===== src/rtl/riscv_pkg.sv =====
// Shared RV32I definitions: instruction formats, opcodes and loader FSM states.
// The opcode values are shared with the control unit so producer and decoder agree.
package riscv_pkg;

   typedef enum logic [2:0] {
      FMT_R      = 3'd0,
      FMT_I_ALU  = 3'd1,
      FMT_LOAD   = 3'd2,
      FMT_STORE  = 3'd3,
      FMT_BRANCH = 3'd4,
      FMT_JAL    = 3'd5,
      FMT_JALR   = 3'd6
   } fmt_e;

   typedef enum logic [1:0] {
      ST_IDLE   = 2'd0,
      ST_ACCEPT = 2'd1,
      ST_WRITE  = 2'd2,
      ST_DONE   = 2'd3
   } state_e;

   localparam logic [6:0] OP_R      = 7'b0110011;
   localparam logic [6:0] OP_IMM    = 7'b0010011;
   localparam logic [6:0] OP_LOAD   = 7'b0000011;
   localparam logic [6:0] OP_STORE  = 7'b0100011;
   localparam logic [6:0] OP_BRANCH = 7'b1100011;
   localparam logic [6:0] OP_JAL    = 7'b1101111;
   localparam logic [6:0] OP_JALR   = 7'b1100111;

   // True when imm is representable as a two's-complement value of 'width' bits.
   function automatic logic fits_signed(input logic [31:0] imm, input int unsigned width);
      logic [31:0] upper;
      upper = 32'($signed(imm) >>> (width - 32'd1));
      return (upper == 32'h0000_0000) || (upper == 32'hFFFF_FFFF);
   endfunction

endpackage


===== src/rtl/instr_encode.sv =====
// Combinational RV32I field-to-word encoder with a legality flag for the
// immediate range / alignment and the format code.
module instr_encode
   import riscv_pkg::*;
(
   input  logic [2:0]  fmt,
   input  logic [4:0]  rd,
   input  logic [4:0]  rs1,
   input  logic [4:0]  rs2,
   input  logic [2:0]  funct3,
   input  logic [6:0]  funct7,
   input  logic [31:0] imm,
   output logic [31:0] word,
   output logic        legal
);

   // Format-dependent bit packing and legality check.
   always_comb begin
      word  = 32'h0000_0000;
      legal = 1'b0;
      case (fmt)
         FMT_R: begin
            word  = {funct7, rs2, rs1, funct3, rd, OP_R};
            legal = 1'b1;
         end
         FMT_I_ALU: begin
            word  = {imm[11:0], rs1, funct3, rd, OP_IMM};
            legal = fits_signed(imm, 32'd12);
         end
         FMT_LOAD: begin
            word  = {imm[11:0], rs1, funct3, rd, OP_LOAD};
            legal = fits_signed(imm, 32'd12);
         end
         FMT_JALR: begin
            word  = {imm[11:0], rs1, 3'b000, rd, OP_JALR};
            legal = fits_signed(imm, 32'd12);
         end
         FMT_STORE: begin
            word  = {imm[11:5], rs2, rs1, funct3, imm[4:0], OP_STORE};
            legal = fits_signed(imm, 32'd12);
         end
         FMT_BRANCH: begin
            word  = {imm[12], imm[10:5], rs2, rs1, funct3, imm[4:1], imm[11], OP_BRANCH};
            legal = fits_signed(imm, 32'd13) && (imm[0] == 1'b0);
         end
         FMT_JAL: begin
            word  = {imm[20], imm[10:1], imm[11], imm[19:12], rd, OP_JAL};
            legal = fits_signed(imm, 32'd21) && (imm[0] == 1'b0);
         end
         default: begin
            word  = 32'h0000_0000;
            legal = 1'b0;
         end
      endcase
   end

endmodule


===== src/rtl/instr_encoder_loader.sv =====
// Encodes instruction fields and writes the words sequentially into instruction
// memory, one word every two cycles, until last_i or the DEPTH cap ends the session.
module instr_encoder_loader
   import riscv_pkg::*;
#(
   parameter int ADDR_W = 10,
   parameter int DEPTH  = 256
)(
   input  logic              clk_i,
   input  logic              rst_i,
   input  logic              start_i,
   input  logic              valid_i,
   output logic              ready_o,
   input  logic [2:0]        fmt_i,
   input  logic              last_i,
   input  logic [4:0]        rd_i,
   input  logic [4:0]        rs1_i,
   input  logic [4:0]        rs2_i,
   input  logic [2:0]        funct3_i,
   input  logic [6:0]        funct7_i,
   input  logic [31:0]       imm_i,
   output logic              imem_we_o,
   output logic [ADDR_W-1:0] imem_addr_o,
   output logic [31:0]       imem_wdata_o,
   output logic [ADDR_W-2:0] count_o,
   output logic              done_o,
   output logic              err_o
);

   localparam logic [ADDR_W-2:0] CNT_LAST = (ADDR_W-1)'(DEPTH - 1);

   state_e            state_r, state_nx;
   logic [31:0]       word_s;
   logic              legal_s;
   logic              hs_s;
   logic              wr_end_s;
   logic [ADDR_W-1:0] addr_r;
   logic [ADDR_W-2:0] count_r;
   logic [31:0]       word_r;
   logic              last_r, err_r;
   logic              ready_r, we_r, done_r;
   logic              ready_nx, we_nx, done_nx;

   instr_encode u_encode (
      .fmt    (fmt_i),
      .rd     (rd_i),
      .rs1    (rs1_i),
      .rs2    (rs2_i),
      .funct3 (funct3_i),
      .funct7 (funct7_i),
      .imm    (imm_i),
      .word   (word_s),
      .legal  (legal_s)
   );

   assign hs_s     = valid_i && (state_r == ST_ACCEPT);
   assign wr_end_s = last_r || (count_r == CNT_LAST);

   // State register.
   always_ff @(posedge clk_i) begin
      if (rst_i) state_r <= ST_IDLE;
      else       state_r <= state_nx;
   end

   // Next-state logic.
   always_comb begin
      state_nx = state_r;
      case (state_r)
         ST_IDLE:   if (start_i) state_nx = ST_ACCEPT; else state_nx = ST_IDLE;
         ST_ACCEPT: if (hs_s && legal_s) state_nx = ST_WRITE; else state_nx = ST_ACCEPT;
         ST_WRITE:  if (wr_end_s) state_nx = ST_DONE; else state_nx = ST_ACCEPT;
         ST_DONE:   if (start_i) state_nx = ST_ACCEPT; else state_nx = ST_DONE;
         default:   state_nx = ST_IDLE;
      endcase
   end

   // Status outputs decoded from the next state so they can be registered.
   always_comb begin
      ready_nx = 1'b0;
      we_nx    = 1'b0;
      done_nx  = 1'b0;
      case (state_nx)
         ST_ACCEPT: ready_nx = 1'b1;
         ST_WRITE:  we_nx    = 1'b1;
         ST_DONE:   done_nx  = 1'b1;
         default: begin
            ready_nx = 1'b0;
            we_nx    = 1'b0;
            done_nx  = 1'b0;
         end
      endcase
   end

   // Datapath: session counters, captured word and sticky error.
   always_ff @(posedge clk_i) begin
      if (rst_i) begin
         addr_r  <= '0;
         count_r <= '0;
         word_r  <= 32'h0000_0000;
         last_r  <= 1'b0;
         err_r   <= 1'b0;
         ready_r <= 1'b0;
         we_r    <= 1'b0;
         done_r  <= 1'b0;
      end else begin
         ready_r <= ready_nx;
         we_r    <= we_nx;
         done_r  <= done_nx;
         if (((state_r == ST_IDLE) || (state_r == ST_DONE)) && start_i) begin
            addr_r  <= '0;
            count_r <= '0;
            err_r   <= 1'b0;
         end else if (hs_s) begin
            if (legal_s) begin
               word_r <= word_s;
               last_r <= last_i;
            end else begin
               err_r  <= 1'b1;
            end
         end else if (state_r == ST_WRITE) begin
            count_r <= count_r + (ADDR_W-1)'(1);
            if (!wr_end_s) addr_r <= addr_r + ADDR_W'(4);
         end
      end
   end

   // A reset arriving during the write cycle suppresses the strobe immediately.
   assign imem_we_o    = we_r & ~rst_i;
   assign ready_o      = ready_r;
   assign done_o       = done_r;
   assign err_o        = err_r;
   assign imem_addr_o  = addr_r;
   assign imem_wdata_o = word_r;
   assign count_o      = count_r;

endmodule


===== config.mk =====
export PLATFORM = sky130hd
export DESIGN_NAME = instr_encoder_loader
export DESIGN_NICKNAME = d
export VERILOG_FILES = /design/src/rtl/riscv_pkg.sv /design/src/rtl/instr_encode.sv /design/src/rtl/instr_encoder_loader.sv
export SDC_FILE = /design/constraint.sdc
export NUM_CORES = 1
export LEC_CHECK = 0
export CAP_MARGIN = 20
export CELL_PAD_IN_SITES_DETAIL_PLACEMENT = 0
export CELL_PAD_IN_SITES_GLOBAL_PLACEMENT = 1
export CORE_ASPECT_RATIO = 1.25
export CORE_MARGIN = 2
export CORE_UTILIZATION = 28
export DETAILED_ROUTE_END_ITERATION = 10
export GPL_TIMING_DRIVEN = 0
export PLACE_DENSITY = 0.77
export SLEW_MARGIN = 5
export SYNTH_ARGS = -nofsm -noshare
export SYNTH_HDL_FRONTEND = slang
export SYNTH_HIERARCHICAL = 1
export SYNTH_SLANG_ARGS = --single-unit

===== constraint.sdc =====
create_clock -name clk_i -period 2.5 [get_ports clk_i]
set_input_delay 0.5 -clock clk_i [delete_from_list [all_inputs] [get_ports clk_i]]
set_output_delay 0.5 -clock clk_i [all_outputs]
set_load 0.02 [all_outputs]

==> summary.md, run 1 <==
| Metric | Value |
|---|---|
| Status | `completed` |
| Maxcap violations | `0` |
| First-pass GRT wire length | `16400 µm` |
| Syn Inst Count | `410` |
| I/O Buffers | `115` |
| Routability cong. | `0.821` |
| Setup Crit Path Kind | `in2reg` |
| Setup TNS | `0 ns` |
| Internal power consumption | `1.55 mW` |
| Post-synthesis sequential area ratio | `about 36%` |
| Distinct cells, synth | `45` |
| Synth Area in XOR/XNOR | `1.41%` |
| Starting Density | `28.3%` |
| Post-synth EDFFs | `0` |
| Slew Limit Fails | `0` |
| Multiplexer share of the synthesized area | `under 10%` |
| DR iter-0 viols | `roughly 130` |
| Final cell count without fillers | `just under 700` |
| Worst-path fanout max | `8` |
| Top Layer Used | `met4` |
| Post-synth top cells | `64 x a21oi_1, 56 x dfxtp_1, 43 x nand3_1` |
| FF-to-FF End | `imem_wdata_o[15]` |
| Final hold vios | `0` |
| Setup violators final | `0` |
| Fin area | `just under 5000 µm²` |
| DR WL/cell | `between 10 and 15 µm` |
| CP endpoint | `imem_wdata_o[25]` |
| Syn. warnings | `6` |
| Reg2Reg Depth | `6` |
| Initial antenna violation count | `0` |
| Fmax | `about 0.40 GHz` |
| Synth area leaders | `dfxtp_1 36%, a21oi_1 10%, nand3_1 6.9%, o21ai_0 6.6%, mux2i_1 3.5%` |
| H-tree levels | `2` |
| Final min period | `2.48 ns` |
| Half-perimeter wire length after placement | `approximately 7600 µm` |
| Via/cell ratio | `5.20` |
| Die footprint | `around 12000 µm²` |
| Placed Instance Area | `approximately 4400 µm²` |
| Met3 WL post-DR | `between 500 and 600 µm` |
| Largest net degree at the start of global routing | `18` |
| Total clock sinks | `between 50 and 60` |
| Switching part of the total power | `between 20 and 30%` |
| Via count | `3533` |
| CTS Buf Count | `5` |
| Setup Skew | `about 0.0053 ns` |
| Pre-antenna DRT Iters | `4` |
| Yosys reg bits | `between 50 and 60` |
| Sequential share of power | `43.3%` |
| Crit path DAT | `2.70 ns` |
| Cell Area, Synth | `between 3000 and 4000 µm²` |
| Worst-margin pin slew | `~0.66 ns` |
| Slowest-stage cell, CP | `or4_4` |
| Later-pin clock latency in the skew report | `about 0.29 ns` |
| P per Cell Area | `421 nW/µm²` |
| DRC viols | `0` |
| Area growth syn-to-layout | `59.3%` |
| Switching power | `roughly 0.54 mW` |
| Routed Antenna Nets | `0` |
| Cell chain of the critical path | `buf_8, or4_4, nor2_4, o21ai_2, a2111oi_2, a211o_1, and3_4, buf_8, nand3_2, a21oi_1` |
| Num rows | `43` |
| CTS max path bufs | `2` |
| Fill cell count | `around 1100` |
| Antenna diodes | `0` |
| Data required, critical path | `roughly 2.7 ns` |
| CP startpoint kind | `primary input` |
| RSZ-0062 raised after global routing | `true` |
| Clock slew at reported path FFs | `around 0.07 ns` |
| Drt total wl | `just over 10000 µm` |
| Final period util | `between 90 and 100%` |
| Crit-path most repeated cell | `buf_8` |
| Placed Cells | `about 660` |
| Primary FF master, synth | `dfxtp_1` |
| Worst slack, placed | `-0.921 ns` |
| Top cell type by total area after synthesis | `dfxtp_1` |
| Critical Path Source | `imm_i[14]` |
| Layout cells sized above 1 | `around 16%` |
| Final nets | `roughly 620` |
| Worst R2R Start | `state_r[0]` |
| Die Span Y | `122 µm` |
| Root buf cell | `clkbuf_16` |
| Number of global-route vias before repair | `between 3000 and 4000` |
| # IOs | `120` |
| Share of the synthesized area in the top cell type | `a little over a third` |
| Slew margin rel. | `a little under three fifths` |
| Worst path max stage delay | `0.53 ns` |
| Critical Path Stages | `10` |
| GR Util All Layers | `around 17%` |
| Met1 wire length | `between 4000 and 5000 µm` |
| GRT overflow | `0` |
| CTS tree | `yes` |
| DR WL met2 | `a little over 5000 µm` |
| Fin Hold WS | `about 0.46 ns` |
| CP endpoint kind | `register` |
| Most frequent cell after synthesis | `a21oi_1` |
| Asr flop ratio synth | `0%` |
| Adder-cell area share of the yosys netlist | `about 2.8%` |
| Avg Synthesized Cell Area | `7.58 µm²` |
| Main combinational cell family by area after synthesis | `compound AO/OA/AOI/OAI gates` |
| R2R setup slack | `~0.42 ns` |
| Final Worst Setup Slack | `between 0.02 and 0.025 ns` |
| Min-Delay Path Class | `reg2reg` |
| Synth Area in Simple Gates | `about 22%` |
| Top Family by Delay on Critical Path | `simple AND/OR/NAND/NOR gates` |
| Max VDD drop | `about 0.25 mV` |
| Die width | `just under 100 µm` |
| Leakage power | `roughly 1.7 nW` |
| Synth Area in Compound Gates | `a little over a quarter` |
| Clk pwr share | `roughly two fifths` |
| CORE AREA | `around 11000 µm²` |
| Combinational power share | `between 15 and 20%` |
| WP buf/inv | `2` |
-- worst min-delay path by stage --
| stage | endpoint | start | depth (start not counted) | slack [ns] |
|---|---|---|---|---|
| after detailed placement | imem_wdata_o[29] | imem_wdata_o[29] | 2 | 0.47 |
| final | imem_wdata_o[14] | imem_wdata_o[14] | 2 | 0.46 |
| after CTS | imem_wdata_o[13] | imem_wdata_o[13] | 2 | 0.48 |
| after global placement | imem_addr_o[9] | imem_addr_o[9] | 2 | 0.46 |
| after global routing | imem_wdata_o[4] | imem_wdata_o[4] | 2 | 0.50 |
| after floorplan | last_r | last_r | 2 | 0.48 |
-- per-layer routing --
metal  global-route usage (%)  vias to the layer above
li1                         -                     1776
met1                     20.7                     1650
met2                     29.6                       95
met3                     3.56                       12
met4                     3.42                        0
met5                        0                        -
-- sequential cells by signal (all words and copies together), names as in the netlist --
signal,count
err_o,1
last_r,1
state_r,2
we_r,1
done_o,1
count_o,9
imem_wdata_o,32
imem_addr_o,8
ready_o,1
-- cell usage in the layout, fill, tap and decap left out, types with 7 or more instances in the layout --
cell	n
a21oi_1	53
a21oi_2	11
a221oi_1	8
buf_4	12
buf_6	9
clkbuf_1	17
clkdlybuf4s50_1	93
dfxtp_1	56
dlygate4sd2_1	13
ha_1	7
inv_1	8
mux2i_1	11
nand2_1	22
nand3_1	32
nand3_2	9
nand4_1	10
nor2_1	27
o21ai_0	14
o21ai_1	30
o21ai_2	7
-- cell families after synthesis --
kind of cell,Yosys count
XOR/XNOR,5
multiplexers,11
buffers and inverters,45
flip-flops,56
AND/OR/NAND/NOR,136
adder cells (fa/ha/maj),7
other,1
AO/OA/AOI/OAI,149
-- worst reg2reg max path, delay by kind of cell (launching register included) --
kind,cells,cell delay [ns]
fa+ha+maj,1,0.30
simple gates,1,0.44
buf+inv,2,0.57
flops,1,0.36
compound gates,2,0.34
-- timing repair --
action / CTS / global route
cloned: 2 / 1
hold buffers: 0 / 0
setup buffers: 3 / 5
endpoints found under the hold margin: 0 / 0
gates resized for setup: 78 / 74
setup endpoints to repair: 39 / 34
pin swaps: 14 / 18
-- power groups by stage --
| stage | registers, mW | clock network [mW] | logic, mW |
|---|---|---|---|
| after floorplan | 0.928 | 0 | 0.170 |
| after global placement | 0.922 | 0 | 0.346 |
| after detailed placement | 0.922 | 0 | 0.349 |
| after CTS | 0.901 | 0.832 | 0.355 |
| after global routing | 0.902 | 0.859 | 0.408 |
| final | 0.902 | 0.807 | 0.374 |
-- stage by stage --
| stage | power, mW | util, % |
|---|---|---|
| detailed placement | 1.27 | 40.5 |
| floorplan | 1.10 | - |
| CTS | 2.09 | 43.2 |
| finish | 2.08 | 45.1 |
| global placement | 1.27 | 40.5 |
| global route | 2.17 | 45.1 |
-- final cells by class --
| type | instances | area, µm² | area share [%] |
|---|---|---|---|
| multi-input combinational | 310 | 2000 | 40.3 |
| timing repair buffer | 126 | 1240 | 25.1 |
| sequential | 56 | 1120 | 22.6 |
| buffer | 33 | 210 | 4.25 |
| tap | 135 | 169 | 3.41 |
| clock buffer | 6 | 129 | 2.60 |
| inverter | 11 | 46.3 | 0.935 |
| clock inverter | 2 | 38.8 | 0.783 |
Note: power is estimated with default switching activity, not from simulation.
==> inputs of run 2 (changes only) <==
--- a/config.mk
+++ b/config.mk
@@ -5,6 +5,7 @@
 export SDC_FILE = /design/constraint.sdc
 export NUM_CORES = 1
 export LEC_CHECK = 0
+export ABC_CLOCK_PERIOD_IN_PS = 2500
 export CAP_MARGIN = 20
 export CELL_PAD_IN_SITES_DETAIL_PLACEMENT = 0
 export CELL_PAD_IN_SITES_GLOBAL_PLACEMENT = 1
==> results of run 2 <==
Same layout as run 1: the final DEF is identical, and so are final timing and power.
==> inputs of run 3 (changes only) <==
--- a/config.mk
+++ b/config.mk
@@ -12,6 +12,7 @@
 export CORE_ASPECT_RATIO = 1.25
 export CORE_MARGIN = 2
 export CORE_UTILIZATION = 28
+export CTS_CLUSTER_SIZE = 25
 export DETAILED_ROUTE_END_ITERATION = 10
 export GPL_TIMING_DRIVEN = 0
 export PLACE_DENSITY = 0.77
==> results of run 3 <==
Same layout as run 1: the final DEF is identical, and so are final timing and power.
